[config.mk]
export PLATFORM = sky130hd
export DESIGN_NAME = sdram_memtest
export DESIGN_NICKNAME = d
export VERILOG_FILES = /design/src/rtl/sdram_memtest_pkg.sv /design/src/rtl/memtest_lfsr.sv /design/src/rtl/sdram_memtest.sv
export SDC_FILE = /design/constraint.sdc
export NUM_CORES = 1
export LEC_CHECK = 0
export ABC_AREA = 1
export CORE_MARGIN = 2
export CORE_UTILIZATION = 45
export CTS_BUF_LIST = sky130_fd_sc_hd__clkbuf_8 sky130_fd_sc_hd__clkbuf_16
export CTS_CLUSTER_DIAMETER = 40
export CTS_CLUSTER_SIZE = 24
export DETAILED_ROUTE_END_ITERATION = 16
export DONT_BUFFER_PORTS = 1
export SYNTH_ARGS = -nofsm -noshare
export SYNTH_HDL_FRONTEND = slang
export SYNTH_SLANG_ARGS = --single-unit
[constraint.sdc]
create_clock -name clk -period 4.19 [get_ports clk]
set_clock_uncertainty 0.15 [all_clocks]
set_input_delay 0.838 -clock clk [delete_from_list [all_inputs] [get_ports clk]]
set_output_delay 0.838 -clock clk [all_outputs]
set_load 0.05 [all_outputs]
[src/rtl/sdram_memtest_pkg.sv]
// Shared types and pattern helpers for the SDRAM memory test traffic generator.
package sdram_memtest_pkg;

    localparam int unsigned LFSR_W = 16;

    // Feedback mask for the right-shifting Fibonacci LFSR: bits 0,2,3,5
    // correspond to polynomial taps 16,14,13,11.
    localparam logic [LFSR_W-1:0] LFSR_TAPS = 16'h002D;

    typedef enum logic [1:0] {
        IDLE,
        WRITE,
        READ,
        DONE
    } state_t;

    typedef enum logic [1:0] {
        PAT_ADDR  = 2'd0,
        PAT_LFSR  = 2'd1,
        PAT_NADDR = 2'd2,
        PAT_CHECK = 2'd3
    } pattern_t;

    // One LFSR step: feedback enters at the MSB, state shifts right.
    function automatic logic [LFSR_W-1:0] lfsr_next(input logic [LFSR_W-1:0] s);
        return {^(s & LFSR_TAPS), s[LFSR_W-1:1]};
    endfunction

    // Data word for a given pattern, address (low 16 bits) and LFSR state.
    function automatic logic [15:0] pattern_data(input pattern_t p,
                                                 input logic [15:0] a,
                                                 input logic [LFSR_W-1:0] lfsr);
        logic [15:0] d;
        case (p)
            PAT_ADDR:  d = a;
            PAT_LFSR:  d = lfsr;
            PAT_NADDR: d = ~a;
            default:   d = a[0] ? 16'h5555 : 16'hAAAA;
        endcase
        return d;
    endfunction

endpackage

[src/rtl/memtest_lfsr.sv]
// 16-bit pattern LFSR with synchronous seed load and step enable.
module memtest_lfsr
    import sdram_memtest_pkg::*;
(
    input  logic                clk,
    input  logic                rst,
    input  logic                load,
    input  logic                en,
    input  logic [LFSR_W-1:0]   seed,
    output logic [LFSR_W-1:0]   value
);

    // Reseed on reset or run start; otherwise step once per enabled cycle.
    always_ff @(posedge clk) begin
        if (rst || load) begin
            value <= seed;
        end else if (en) begin
            value <= lfsr_next(value);
        end
    end

endmodule

[src/rtl/sdram_memtest.sv]
// SDRAM bus traffic generator: fills a word range with a pattern, reads it
// back with several reads in flight, and reports mismatches.
module sdram_memtest
    import sdram_memtest_pkg::*;
#(
    parameter int unsigned   AW         = 23,
    parameter int unsigned   DW         = 16,
    parameter logic [AW-1:0] START_ADDR = '0,
    parameter logic [AW-1:0] END_ADDR   = '1,
    parameter int unsigned   MAX_OUT    = 4,
    parameter logic [15:0]   LFSR_SEED  = 16'hACE1
) (
    input  logic          clk,
    input  logic          rst,
    input  logic          start,
    input  logic [1:0]    pattern,
    output logic          bus_req_read,
    output logic          bus_req_write,
    output logic [AW-1:0] bus_req_addr,
    output logic [DW-1:0] bus_req_wdata,
    input  logic          bus_req_ready,
    input  logic          bus_rsp_valid,
    input  logic [DW-1:0] bus_rsp_rdata,
    output logic          busy,
    output logic          done,
    output logic          pass,
    output logic [15:0]   err_count,
    output logic [AW-1:0] first_err_addr,
    output logic [DW-1:0] first_err_exp,
    output logic [DW-1:0] first_err_act,
    output logic          proto_err
);

    localparam int unsigned OW = 4;
    localparam logic [OW-1:0] MAX_OUT_C = OW'(MAX_OUT);

    state_t        state;
    state_t        state_nx;
    pattern_t      pat;
    pattern_t      pat_d;
    logic [OW-1:0] outstanding;
    logic [OW-1:0] outstanding_d;
    logic          issue_left;
    logic          issue_left_d;
    logic [AW-1:0] chk_addr;
    logic [AW-1:0] chk_addr_d;
    logic [15:0]   wr_lfsr;
    logic [15:0]   chk_lfsr;

    logic          read_d;
    logic          write_d;
    logic [AW-1:0] addr_d;
    logic [DW-1:0] wdata_d;
    logic          busy_d;
    logic          done_d;
    logic          pass_d;
    logic [15:0]   err_count_d;
    logic [AW-1:0] fe_addr_d;
    logic [DW-1:0] fe_exp_d;
    logic [DW-1:0] fe_act_d;
    logic          proto_err_d;

    logic          start_go;
    logic          wr_xfer;
    logic          rd_xfer;
    logic          rsp_ok;
    logic          rsp_bad;
    logic          last_addr;
    logic [AW-1:0] next_addr;
    logic [DW-1:0] exp_c;
    logic          mismatch;

    // Handshake and compare qualifiers derived from current registered state.
    assign start_go  = start && ((state == IDLE) || (state == DONE));
    assign wr_xfer   = bus_req_write && bus_req_ready;
    assign rd_xfer   = bus_req_read && bus_req_ready;
    assign rsp_ok    = bus_rsp_valid && (outstanding != '0);
    assign rsp_bad   = bus_rsp_valid && (outstanding == '0);
    assign last_addr = (bus_req_addr == END_ADDR);
    assign next_addr = bus_req_addr + AW'(1);
    assign exp_c     = DW'(pattern_data(pat, 16'(chk_addr), chk_lfsr));
    assign mismatch  = rsp_ok && (bus_rsp_rdata != exp_c);

    // Write-side generator advances once per accepted write.
    memtest_lfsr u_wr_lfsr (
        .clk   (clk),
        .rst   (rst),
        .load  (start_go),
        .en    (wr_xfer),
        .seed  (LFSR_SEED),
        .value (wr_lfsr)
    );

    // Check-side generator replays the same stream once per counted response.
    memtest_lfsr u_chk_lfsr (
        .clk   (clk),
        .rst   (rst),
        .load  (start_go),
        .en    (rsp_ok),
        .seed  (LFSR_SEED),
        .value (chk_lfsr)
    );

    // State register.
    always_ff @(posedge clk) begin
        if (rst) begin
            state <= IDLE;
        end else begin
            state <= state_nx;
        end
    end

    // Next-state logic.
    always_comb begin
        state_nx = state;
        case (state)
            IDLE, DONE: if (start) state_nx = WRITE;
            WRITE:      if (wr_xfer && last_addr) state_nx = READ;
            READ:       if (!issue_left && (outstanding == '0)) state_nx = DONE;
            default:    state_nx = IDLE;
        endcase
    end

    // Next values for the bus request, counters and status registers.
    always_comb begin
        addr_d        = bus_req_addr;
        wdata_d       = bus_req_wdata;
        issue_left_d  = issue_left;
        outstanding_d = outstanding;
        chk_addr_d    = chk_addr;
        pat_d         = pat;
        err_count_d   = err_count;
        fe_addr_d     = first_err_addr;
        fe_exp_d      = first_err_exp;
        fe_act_d      = first_err_act;
        proto_err_d   = proto_err;

        if (start_go) begin
            pat_d        = pattern_t'(pattern);
            addr_d       = START_ADDR;
            wdata_d      = DW'(pattern_data(pattern_t'(pattern), 16'(START_ADDR), LFSR_SEED));
            issue_left_d = 1'b0;
            chk_addr_d   = START_ADDR;
            err_count_d  = '0;
            fe_addr_d    = '0;
            fe_exp_d     = '0;
            fe_act_d     = '0;
            proto_err_d  = 1'b0;
        end

        if (wr_xfer) begin
            if (last_addr) begin
                addr_d       = START_ADDR;
                issue_left_d = 1'b1;
            end else begin
                addr_d  = next_addr;
                wdata_d = DW'(pattern_data(pat, 16'(next_addr), lfsr_next(wr_lfsr)));
            end
        end

        if (rd_xfer) begin
            outstanding_d = outstanding_d + OW'(1);
            if (last_addr) begin
                issue_left_d = 1'b0;
            end else begin
                addr_d = next_addr;
            end
        end

        if (rsp_ok) begin
            outstanding_d = outstanding_d - OW'(1);
            if (chk_addr != END_ADDR) begin
                chk_addr_d = chk_addr + AW'(1);
            end
            if (mismatch) begin
                if (err_count != 16'hFFFF) begin
                    err_count_d = err_count + 16'd1;
                end
                if (err_count == '0) begin
                    fe_addr_d = chk_addr;
                    fe_exp_d  = exp_c;
                    fe_act_d  = bus_rsp_rdata;
                end
            end
        end

        if (rsp_bad) begin
            proto_err_d = 1'b1;
        end

        // Requests follow the next state so they appear one cycle after start
        // and drop the moment the final transfer completes.
        write_d = (state_nx == WRITE);
        read_d  = (state_nx == READ) && issue_left_d && (outstanding_d < MAX_OUT_C);
        busy_d  = (state_nx == WRITE) || (state_nx == READ);
        done_d  = (state_nx == DONE);
        pass_d  = done_d && (err_count_d == '0) && !proto_err_d;
    end

    // Registered outputs and datapath state.
    always_ff @(posedge clk) begin
        if (rst) begin
            bus_req_read   <= 1'b0;
            bus_req_write  <= 1'b0;
            bus_req_addr   <= '0;
            bus_req_wdata  <= '0;
            busy           <= 1'b0;
            done           <= 1'b0;
            pass           <= 1'b0;
            err_count      <= '0;
            first_err_addr <= '0;
            first_err_exp  <= '0;
            first_err_act  <= '0;
            proto_err      <= 1'b0;
            pat            <= PAT_ADDR;
            outstanding    <= '0;
            issue_left     <= 1'b0;
            chk_addr       <= '0;
        end else begin
            bus_req_read   <= read_d;
            bus_req_write  <= write_d;
            bus_req_addr   <= addr_d;
            bus_req_wdata  <= wdata_d;
            busy           <= busy_d;
            done           <= done_d;
            pass           <= pass_d;
            err_count      <= err_count_d;
            first_err_addr <= fe_addr_d;
            first_err_exp  <= fe_exp_d;
            first_err_act  <= fe_act_d;
            proto_err      <= proto_err_d;
            pat            <= pat_d;
            outstanding    <= outstanding_d;
            issue_left     <= issue_left_d;
            chk_addr       <= chk_addr_d;
        end
    end

endmodule

Yosys cells after proc, flatten, opt, wreduce, memory -nomap -nowiden

Cells that the tools add are included.

Flip-flop bits (word level): 180
Output and inout bits: 116

$add $sub $neg: 5
Order comparisons: 1
Eq/ne operators: 14
Mux-type cells: 45
Bitwise operators: 2
Reductions and logical operators: 27

Operator list:

| operator              | count |
|---|---|
| $mux 23               | 12 |
| $mux 16               | 17 |
| $pmux 16 s3           | 3 |
| $add 23x1->23 const B | 2 |
| $logic_not 16->1      | 2 |
| $not 16->16           | 2 |
| $reduce_xor 16->1     | 2 |
| $eq 23x23->1 const B  | 1 |
| $ne 23x23->1 const B  | 1 |
| $add 16x1->16 const B | 1 |
| $ne 16x16->1          | 1 |
| $ne 16x16->1 const B  | 1 |
| $eq 2x2->1 const B    | 6 |
| $logic_and 1x1->1     | 12 |
| $eq 2x1->1 const B    | 4 |
| $mux 4                | 2 |
| $mux 1                | 7 |
| $logic_not 2->1       | 3 |
| $mux 2                | 3 |
| $pmux 2 s3            | 1 |
| $add 4x1->4 const B   | 1 |
| $logic_not 4->1       | 1 |
| $lt 4x3->1 const B    | 1 |
| $reduce_bool 4->1     | 1 |
| other kinds (4)       | 7 |

Longest topological paths before layout

Gate-level depths: netlist (run 1).

Word-level depth: 10
Gate-level depth with buffers: 20
Mapped depth without buffers: 19

By module

A second synthesis (run 1) with hierarchy kept.

Cells, all modules: 1487
Area, all modules: 10105.9 um^2

Modules (own cells, without submodules):

| module        | times used | cells each | area an instance (um^2) |
|---|---|---|---|
| sdram_memtest | 1          | 1317       | 8577.0 |
| memtest_lfsr  | 2          | 85         | 764.5 |

Worst setup path before layout (run 1)

OpenSTA, ideal clock, no wires.

Kind: register to register
Start: register bus_req_addr[0]
End: register pass
Library setup time: 111 ps
Arrival: 2822 ps
Required time: 3929 ps
Path slack: 1107 ps
Stages on the path, launching flop included: 19
Buffers on the path: 0
Cell sequence: dfxtp_1 > ha_1 > nand2_1 > nor2_2 > nand3_1 > nor2_1 > nand2_1 > nor3_1 > nand3_1 > a32o_1 > a21oi_1 > inv_1 > ha_1 > inv_1 > nor3_1 > nand3_1 > nor2_1 > nand3_1 > nor2_1

Word-level cells in the longest chain between the ends: 7

RTL lines:

| element                        | line                 | RTL |
|---|---|---|
| start, declared                | sdram_memtest.sv:19  | `output logic [AW-1:0] bus_req_addr,` |
| start signal, assigned         | sdram_memtest.sv:222 | `bus_req_addr <= addr_d;` |
| $eq 23x23->1                   | sdram_memtest.sv:79  | `assign last_addr = (bus_req_addr == END_ADDR);` |
| $logic_and 1x1->1              | sdram_memtest.sv:118 | `WRITE: if (wr_xfer && last_addr) state_nx = READ;` |
| $mux 2                         | sdram_memtest.sv:118 |  |
| $pmux 2 s3                     | sdram_memtest.sv:116 | `case (state)` |
| net state_nx[0]                | sdram_memtest.sv:38  | `state_t state_nx;` |
| $eq 2x2->1                     | sdram_memtest.sv:196 | `done_d = (state_nx == DONE);` |
| net done_d                     | sdram_memtest.sv:55  | `logic done_d;` |
| $logic_and 1x1->1 (2 in a row) | sdram_memtest.sv:197 | `pass_d = done_d && (err_count_d == '0) && !proto_err_d;` |
| end signal, assigned           | sdram_memtest.sv:226 | `pass <= pass_d;` |
| end, declared                  | sdram_memtest.sv:26  | `output logic pass,` |

The timed path passes the listed nets, and every way through them passes these cells.
A chain may end at the register's enable or synchronous reset.

Worst setup path in the final report (run 1)

Start: register bus_req_addr[3]
End: register pass

The elaborated chain is that of the path after synthesis.

==> impl_metrics.env, run 1 <==
export IMPL_run_status="finished, final reports clean"
export IMPL_multi_input_area_sq_um=5000
export IMPL_clkPwrFrac=0.215
export IMPL_drtAntennaViolNets=0
export IMPL_num_io_pins=139
export IMPL_drtPass1Iterations=6
export IMPL_grt_pass1_vias=8024
export IMPL_hold_class="in2reg"
export IMPL_pwr_share_seq=0.462
export IMPL_instances_no_fill=1634
export IMPL_cts_resized=0
export IMPL_cp_slowest_stage_delay_ns=0.65
export IMPL_fin_hold_ws_ns=0.321
export IMPL_drv_slew=0
export IMPL_synth_edf_count=0
export IMPL_async_flop_share=0
export IMPL_final_common_cell="nand2_1"
export IMPL_synth_ff_type="dfxtp_1"
export IMPL_place_hpwl_microns=18500
export IMPL_htree_num_levels=4
export IMPL_drt_wl_total_microns=26400
export IMPL_final_cell_mix="nand2_1, dfxtp_1, a21oi_1"
export IMPL_drcViolationCount=0
export IMPL_fin_util=0.490
export IMPL_final_seq_area_sq_um=3600
export IMPL_hold_violations=0
export IMPL_crit_top_cell="nand3_1"
export IMPL_p_int_w=0.00367
export IMPL_crit_chain="inv_1 -> nor2_2 -> nand3_1 -> nor2_1 -> nand2_1 -> nor3_1 -> nand3_1 -> a32o_1 -> a21oi_1 -> inv_1 -> ha_1 -> inv_1 -> nor3_1 -> nand3_1 -> nor2_1 -> nand3_1 -> nor2_1"
export IMPL_clk_pin_slew_ns=0.07
export IMPL_synth_adder_area_share=0.0198
export IMPL_cts_sinks=180
export IMPL_netlist_instances=1378
export IMPL_postCtsSetupRepairBufs=0
export IMPL_synth_compound_area_frac=0.166
export IMPL_core_area_sq_um=20900
export IMPL_gp_congestion=0.919
export IMPL_avgSynthCellArea_sq_um=6.89
export IMPL_ys_seq_area_frac=0.380
export IMPL_clock_path_buffers=2
export IMPL_layout_drive_gt1_share=0.0714
export IMPL_yosys_area_share_xor_xnor=0.0342
export IMPL_antenna_found_initial=0
export IMPL_initial_utilization=0.454
export IMPL_crit_fanout=6
export IMPL_fillers=2140
export IMPL_grt_max_degree=76
export IMPL_area_growth_pct=7.96
export IMPL_finalSetupViolCount=0
export IMPL_cts_root_buf="clkbuf_16"
export IMPL_cp_arrival_ns=3.48
export IMPL_irDropWorstVdd_mv=0.344
export IMPL_nets=1386
export IMPL_yosys_mux_area_fraction=0
export IMPL_power_leakage_nw=4.02
export IMPL_wire_per_inst_microns=16.1
export IMPL_cp_data_required_time_ns=4.37
export IMPL_rsz0062_at_grt="false"
export IMPL_die_w_microns=149
export IMPL_clk_latency_ns=0.43
export IMPL_yosysUniqueCellTypes=52
export IMPL_synth_area_sq_um=9490
export IMPL_die_y_microns=149
export IMPL_ys_ff_latch=180
export IMPL_dpl_cell_count=1603
export IMPL_grt_pass1_wl_microns=42400
export IMPL_synth_top_family_by_area="simple AND/OR/NAND/NOR gates"
export IMPL_max_slew_worst_pin_slew_ns=0.797
export IMPL_viasPerCell=5.40
export IMPL_p_sw_frac=0.487
export IMPL_setup_tns_final_ns=0
export IMPL_cts_buffers=17
export IMPL_worstSetupEndpointType="flip-flop"
export IMPL_pwr_share_comb=0.323
export IMPL_port_buffers=0
export IMPL_die_area_sq_um=22300
export IMPL_routed_via_count=8816
export IMPL_synth_simple_area_share=0.304
export IMPL_fin_crit_sh=0.787
export IMPL_relSlewSlack=0.467
export IMPL_grt_use_total=0.238
export IMPL_cpMaxStageDelayCell="dfxtp_1"
export IMPL_rows=53
export IMPL_drt_iter0_drc=631
export IMPL_synth_warnings=0
export IMPL_n_antenna_cell=0
export IMPL_grt_overflow=0
export IMPL_path_class="reg2reg"
export IMPL_fmax_mhz=303
export IMPL_cts_hold_buf=0
export IMPL_power_net_switching_w=0.00349
export IMPL_min_period_ns=3.30
export IMPL_cts_tree="yes"
export IMPL_startpoint_type="flip-flop"
export IMPL_maxCapViolCount=0
export IMPL_syn_nets=1416
export IMPL_powerDensity_nw_per_um2=698
-- synthesized netlist by cell type (8+ instances only) --
master,n,area [sq um]
a211oi_1,9,67.6
nor3_1,22,110
xnor2_1,15,131
nand3_1,121,606
inv_1,124,465
a21oi_1,144,721
ha_1,15,188
nand2_1,300,1130
a221oi_1,8,70.1
buf_6,8,90.1
nor2_1,122,458
buf_2,16,80.1
or2_0,10,62.6
o21ai_0,80,400
xor2_1,22,193
o21ai_1,10,50.1
o22ai_1,11,68.8
nand4_1,30,188
clkbuf_1,38,143
dfxtp_1,180,3600
a22oi_1,8,60.1
-- critical path, delay by kind of cell, from the launching register on --
family	cells	cell delay, ns
and+or+nand+nor	11	1.31
DFF	1	0.65
buffers and inverters	3	0.40
adders and majority gates	1	0.20
AOI/OAI and AO/OA	2	0.48
-- per-stage QoR --
step	power, W	instance area, sq um	worst slack (ns)
after floorplan	0.00507	9490	1.11
after global placement	0.00562	9670	0.991
after detailed placement	0.00564	9670	0.927
after CTS	0.00718	10200	0.903
after global routing	0.00760	10200	0.493
final	0.00715	10200	0.893
-- layer usage --
| metal | global-route usage | share of wire | vias to the layer above |
|---|---|---|---|
| met5 | 0 | 0 | - |
| met4 | 0.0614 | 0.011 | 0 |
| met3 | 0.0480 | 0.064 | 21 |
| met2 | 0.373 | 0.45 | 246 |
| met1 | 0.334 | 0.47 | 4043 |
| li1 | - | - | 4506 |
-- power by group through the flow --
| stage | combinational (W) | sequential (W) | clock [W] |
|---|---|---|---|
| 2_1_floorplan | 0.00182 | 0.00325 | 0 |
| 4_1_cts | 0.00231 | 0.00330 | 0.00156 |
| 3_5_place_dp | 0.00230 | 0.00334 | 0 |
| 5_1_grt | 0.00261 | 0.00335 | 0.00164 |
| 3_3_place_gp | 0.00228 | 0.00334 | 0 |
| 6_report | 0.00231 | 0.00330 | 0.00154 |
-- flip-flops by register name (all words and copies together), names as in the netlist --
name	count
bus_req_addr	23
bus_req_read	1
bus_req_wdata	16
bus_req_write	1
busy	1
chk_addr	23
done	1
err_count	16
first_err_act	16
first_err_addr	23
first_err_exp	16
issue_left	1
outstanding	4
pass	1
pat	2
proto_err	1
state	2
u_chk_lfsr.value	16
u_wr_lfsr.value	16
-- worst paths after layout --
| kind | cells after the start | end | slack [ns] | start |
|---|---|---|---|---|
| max | 17 | pass | 0.89 | bus_req_addr[3] |
| min | 1 | first_err_exp[13] | 0.32 | rst |
| min reg2reg | 2 | u_wr_lfsr.value[8] | 0.33 | u_wr_lfsr.value[8] |
| max reg2reg | 17 | pass | 0.89 | bus_req_addr[3] |
-- cell families (layout without fill, tap and decap cells) --
group                      count (synthesis)  after routing
DFF                                      180            180
AOI/OAI and AO/OA                        287            287
adders and majority gates                 15             15
and+or+nand+nor                          647            647
buffers and inverters                    212            193
xor gates and xnor gates                  37             37
-- final cells by class --
class                           count  area share
Multi-Input combinational cell    986       0.488
Sequential cell                   180       0.352
Inverter                          137      0.0508
Clock buffer                       20      0.0456
Tap cell                          275      0.0336
Timing Repair Buffer               26      0.0222
Clock inverter                     10     0.00830
Power figures use the tool's default switching activity.
==> inputs of run 2 (changes only) <==
==> constraint.sdc (replaced) <==
create_clock -name clk -period 3.15 [get_ports clk]
set_clock_uncertainty 0.15 [all_clocks]
set_input_delay 0.63 -clock clk [delete_from_list [all_inputs] [get_ports clk]]
set_output_delay 0.63 -clock clk [all_outputs]
set_load 0.05 [all_outputs]
==> run 2 against run 1 <==
  * Cell area is 2.8% higher
  * Routed wire length is 1.6% higher
  * Sequential cell count stayed put
  * Register-to-register slack worse by 0.62 ns
  * Critical path type unchanged
  * Largest cell class unchanged
  * Highest routed layer unchanged
==> impl_metrics.env, run 2 (synthesis gave the netlist of run 1 again) <==
export IMPL_post_place_ws_ns=0.233
export IMPL_nets=1422
export IMPL_core_area_sq_um=20900
export IMPL_startpoint_type="flip-flop"
export IMPL_drt_iter0_drc=618
export IMPL_reg_largest_list="bus_req_addr: 23 flops, chk_addr: 23 flops, first_err_addr: 23 flops"
export IMPL_die_area_sq_um=22300
export IMPL_clk_latency_ns=0.44
export IMPL_die_w_microns=149
export IMPL_instances_no_fill=1672
export IMPL_cp_slowest_stage_delay_ns=0.56
export IMPL_cts_root_buf="clkbuf_16"
export IMPL_cts_sinks=180
export IMPL_drt_wl_total_microns=26800
export IMPL_min_period_ns=2.88
export IMPL_hold_violations=0
export IMPL_grt_use_total=0.240
export IMPL_gp_congestion=0.945
export IMPL_final_area_sq_um=10500
export IMPL_powerDensity_nw_per_um2=921
export IMPL_viasPerCell=5.36
export IMPL_drcViolationCount=0
export IMPL_initial_utilization=0.454
export IMPL_wire_per_inst_microns=16.0
export IMPL_area_growth_pct=11.0
export IMPL_crit_chain="ha_1 -> nand4_1 -> nor2_2 -> inv_2 -> nor2_2 -> nand3_2 -> nor2_4 -> nor2_2 -> inv_2 -> nor2_2 -> inv_1 -> o21ai_0 -> o21ai_0 -> inv_1"
export IMPL_fin_util=0.504
export IMPL_rows=53
export IMPL_run_status="finished, final reports clean"
export IMPL_drtAntennaViolNets=0
export IMPL_final_common_cell="nand2_1"
export IMPL_cp_arrival_ns=3.11
export IMPL_drtPass1Iterations=8
export IMPL_grt_max_degree=76
export IMPL_drv_slew=0
export IMPL_final_cell_mix="nand2_1, dfxtp_1, a21oi_1"
export IMPL_fin_crit_sh=0.915
export IMPL_crit_top_cell="nor2_2"
export IMPL_layout_drive_gt1_share=0.100
export IMPL_power_leakage_nw=4.23
export IMPL_num_io_pins=139
export IMPL_die_y_microns=149
export IMPL_fin_ws_ns=0.268
export IMPL_cpMaxStageDelayCell="nor2_2"
export IMPL_clock_path_buffers=2
export IMPL_path_class="reg2reg"
export IMPL_n_antenna_cell=0
export IMPL_grt_pass1_vias=8148
export IMPL_cts_tree="yes"
export IMPL_grt_overflow=0
export IMPL_postCtsSetupRepairBufs=0
export IMPL_antenna_found_initial=0
export IMPL_worstSetupEndpointType="flip-flop"
export IMPL_cp_data_required_time_ns=3.38
export IMPL_crit_fanout=17
export IMPL_clk_pin_slew_ns=0.07
export IMPL_dpl_cell_count=1640
export IMPL_finalSetupViolCount=0
export IMPL_htree_num_levels=4
export IMPL_grt_pass1_wl_microns=42900
export IMPL_hold_class="in2reg"
export IMPL_place_area_sq_um=9940
export IMPL_irDropWorstVdd_mv=0.506
export IMPL_cts_buffers=17
export IMPL_place_hpwl_microns=19100
export IMPL_maxCapViolCount=0
export IMPL_port_buffers=0
export IMPL_rr_worst_depth=14
export IMPL_relSlewSlack=0.453
export IMPL_max_slew_worst_pin_slew_ns=0.817
export IMPL_whs_path_depth=1
export IMPL_fmax_mhz=347
export IMPL_routed_via_count=8958
## run 2: cell types whose count changed in the layout (fill, tap and decap cells not counted), sizes merged
cell	delta
buf	+36
inv	+1
clkinvlp	-1
clkbuf	-1
clkinv	+3
## run 2: where the power goes
group / switching, W / internal, W / total [W]
Combinational: 0.00231 / 0.00107 / 0.00337
Sequential: 0.00144 / 0.00278 / 0.00422
Clock: 0.000966 / 0.00114 / 0.00211
## run 2: stage by stage
step	hold WS, ns	total power (W)	setup TNS (ns)
after CTS	0.0974	0.00974	0
after global placement	0.299	0.00760	0
after detailed placement	0.316	0.00762	0
after global routing	0.0982	0.0103	-0.0233
final	0.127	0.00970	0
after floorplan	0.289	0.00674	0
## run 2: per-layer routing
metal,GRT usage,vias to the layer above,share of wire
met5,0,-,0
met1,0.332,4101,0.46
met3,0.0520,31,0.065
met2,0.381,255,0.46
li1,-,4571,-
met4,0.0586,0,0.015
## run 2: path summary, 6_finish.rpt
kind                        from                   to  slack [ns]
max                  chk_addr[0]         chk_addr[20]        0.27
min                          rst    first_err_exp[13]        0.13
max reg2reg          chk_addr[0]         chk_addr[20]        0.27
min reg2reg  u_wr_lfsr.value[13]  u_wr_lfsr.value[12]        0.33
## run 2: layout make-up
class	count	area, sq um
fill	2139	10400
multi-input combinational	986	5010
sequential	180	3600
inverter	137	520
timing repair buffer	62	478
clock buffer	19	453
tap	275	344
clock inverter	13	123
## run 2: timing repair
item                                    CTS  global route
endpoints found under the setup margin    0             1
hold buffers                              0             0
resized for setup                         0             3
## run 2: critical path, delay by kind of cell (launching register included)
kind | cells | cell delay [ns]
adder cells (fa/ha/maj) | 1 | 0.27
AND/OR/NAND/NOR | 7 | 1.34
AO/OA/AOI/OAI | 2 | 0.23
buffers and inverters | 4 | 0.44
flip-flops | 1 | 0.42
==> inputs of run 3 (changes only) <==
--- a/config.mk
+++ b/config.mk
@@ -8,7 +8,6 @@
 export ABC_AREA = 1
 export CORE_MARGIN = 2
 export CORE_UTILIZATION = 45
-export CTS_BUF_LIST = sky130_fd_sc_hd__clkbuf_8 sky130_fd_sc_hd__clkbuf_16
 export CTS_CLUSTER_DIAMETER = 40
 export CTS_CLUSTER_SIZE = 24
 export DETAILED_ROUTE_END_ITERATION = 16
==> results of run 3 <==
Same layout as run 2: the final DEF is identical, and so are final timing and power.
==> RTL edit, RTL diff (config.mk and constraints of run 2) <==
`DW`: 16 -> 24.
--- a/src/rtl/sdram_memtest.sv
+++ b/src/rtl/sdram_memtest.sv
@@ -6,3 +6,3 @@
     parameter int unsigned   AW         = 23,
-    parameter int unsigned   DW         = 16,
+    parameter int unsigned   DW         = 24,
     parameter logic [AW-1:0] START_ADDR = '0,
Interface: changed (resized bus_req_wdata, bus_rsp_rdata, first_err_act and first_err_exp); port bits go from 139 to 171. The function was not compared with the original's and may differ.
==> RTL edit against run 2 <==
Area after synthesis increased by 6.7%; total power rose by 26%; sequential cell count rose by 24; critical path depth increased by 2; cell count grew 8.7%; sequential share of layout area fell by 0.13 points; worst setup slack better by 93 ps; maximum frequency rose by 3.3%; synthesized cell count is 7.7% higher; design area grew 14%; routed wire length increased by 9.9%; non-clock buffer count is 13 higher.
==> RTL edit: results (changes against run 2) <==
[clock_tree]
clk_latency_ps = 500  ; +60 ps
cts_buffer_depth = 3  ; +1
cts_max_level = 2  ; -2
numCtsBuffers = 36  ; +19

[setup_path]
r2r_cells = 16  ; +2
worstPathArrival_ps = 3060  ; -50 ps
cp_slowest_cell = dfxtp_1
r2r_slack_ps = 360  ; +90 ps
crit_end = first_err_act[10]
r2r-start = pat[0]

[run_status]
outcome = finished clean

[synthesis]
postSynthCellCount = 1484  ; +7.7%
synth_nets = 1530  ; +8.1%
synth-seq-area-share_pct = 40.3  ; +2.3 points
ys_top_cells_by_area = dfxtp_1 (40%), nand2_1 (13%), a21oi_1 (7.7%)
synth_cell_type_count = 44  ; -15%
yosys-top-cells-count = nand2_1 (346), dfxtp_1 (204), a21oi_1 (155)

[pwr]
ir_drop_v = 0.000492  ; -2.9%
p_int_w = 0.00687  ; +38%
power_leakage_nw = 4.92  ; +16%

[drt]
route.vias.total = 9822  ; +9.6%
wire_per_inst_microns = 16.2  ; +1.1%
drt_iter0_drc = 760  ; +23%
wl_met1_microns = 13300  ; +7.0%
route.met2.wl_microns = 13200  ; +8.1%
dr.pass1.iters = 5  ; -3
wl_met3_microns = 2240  ; +28%

[grt]
grtUsageTotal_pct = 24.0  ; about the same
antenna_found_initial = 0  ; unchanged
grt_use_met3_pct = 5.10  ; -0.097 points
grt_util_met2_pct = 37.5  ; -0.66 points
grt_max_degree = 96  ; +26%
grt_pass1_vias = 8904  ; +9.3%

[place]
dp.cells = 1753  ; +6.9%
preCtsSetupSlack_ps = 237  ; +4.79 ps
dpl.hpwl_microns = 20300  ; +6.8%

[final_layout]
reg_top3 = bus_req_wdata x24, first_err_act x24, first_err_exp x24
drive_gt1_share_pct = 10.7  ; +0.64 points
fill_cells = 2137  ; -0.094%
nets = 1558  ; +9.6%

[RTL edit: per-stage QoR]
stage	hold WS, ps	area (sq um)	power, W
final	54.2	12000	0.0122
after global placement	309	10700	0.00802
after floorplan	289	10100	0.00713
after CTS	32.9	11900	0.0122
after detailed placement	318	10700	0.00806
after global routing	39.4	12000	0.0129
[RTL edit: power groups by stage]
stage	clock, W	combinational (W)	sequential [W]
after floorplan	0	0.00248	0.00466
after global placement	0	0.00343	0.00459
after CTS	0.00415	0.00348	0.00455
after detailed placement	0	0.00346	0.00460
final	0.00407	0.00356	0.00455
after global routing	0.00426	0.00401	0.00462
[RTL edit: worst min path at each step]
| stage | from | end | slack, ps |
|---|---|---|---|
| finish | rst | err_count[10] | 50 |
| global route | rst | first_err_addr[21] | 40 |
| CTS | rst | first_err_addr[20] | 30 |
| detailed placement | u_wr_lfsr.value[10] | u_wr_lfsr.value[10] | 320 |
| global placement | u_wr_lfsr.value[10] | u_wr_lfsr.value[10] | 310 |
| floorplan | u_wr_lfsr.value[10] | u_wr_lfsr.value[10] | 290 |
[RTL edit: area by class of cell]
cell class / count / area share, %
Tap cell: 280 / 2.92
Timing Repair Buffer: 75 / 5.01
Clock inverter: 27 / 2.87
Clock buffer: 37 / 7.72
Inverter: 147 / 4.62
Sequential cell: 204 / 34.1
Multi-Input combinational cell: 1048 / 42.8
[RTL edit: logic make-up (layout without fill, tap and decap cells)]
kind of cell	after synthesis	count (layout)	share of synthesized area, %
and+or+nand+nor	700	700	29.4
buffers and inverters	232	286	9.35
xor gates and xnor gates	34	34	2.94
AOI/OAI and AO/OA	299	299	16.1
adders and majority gates	15	15	1.85
DFF	204	204	40.3
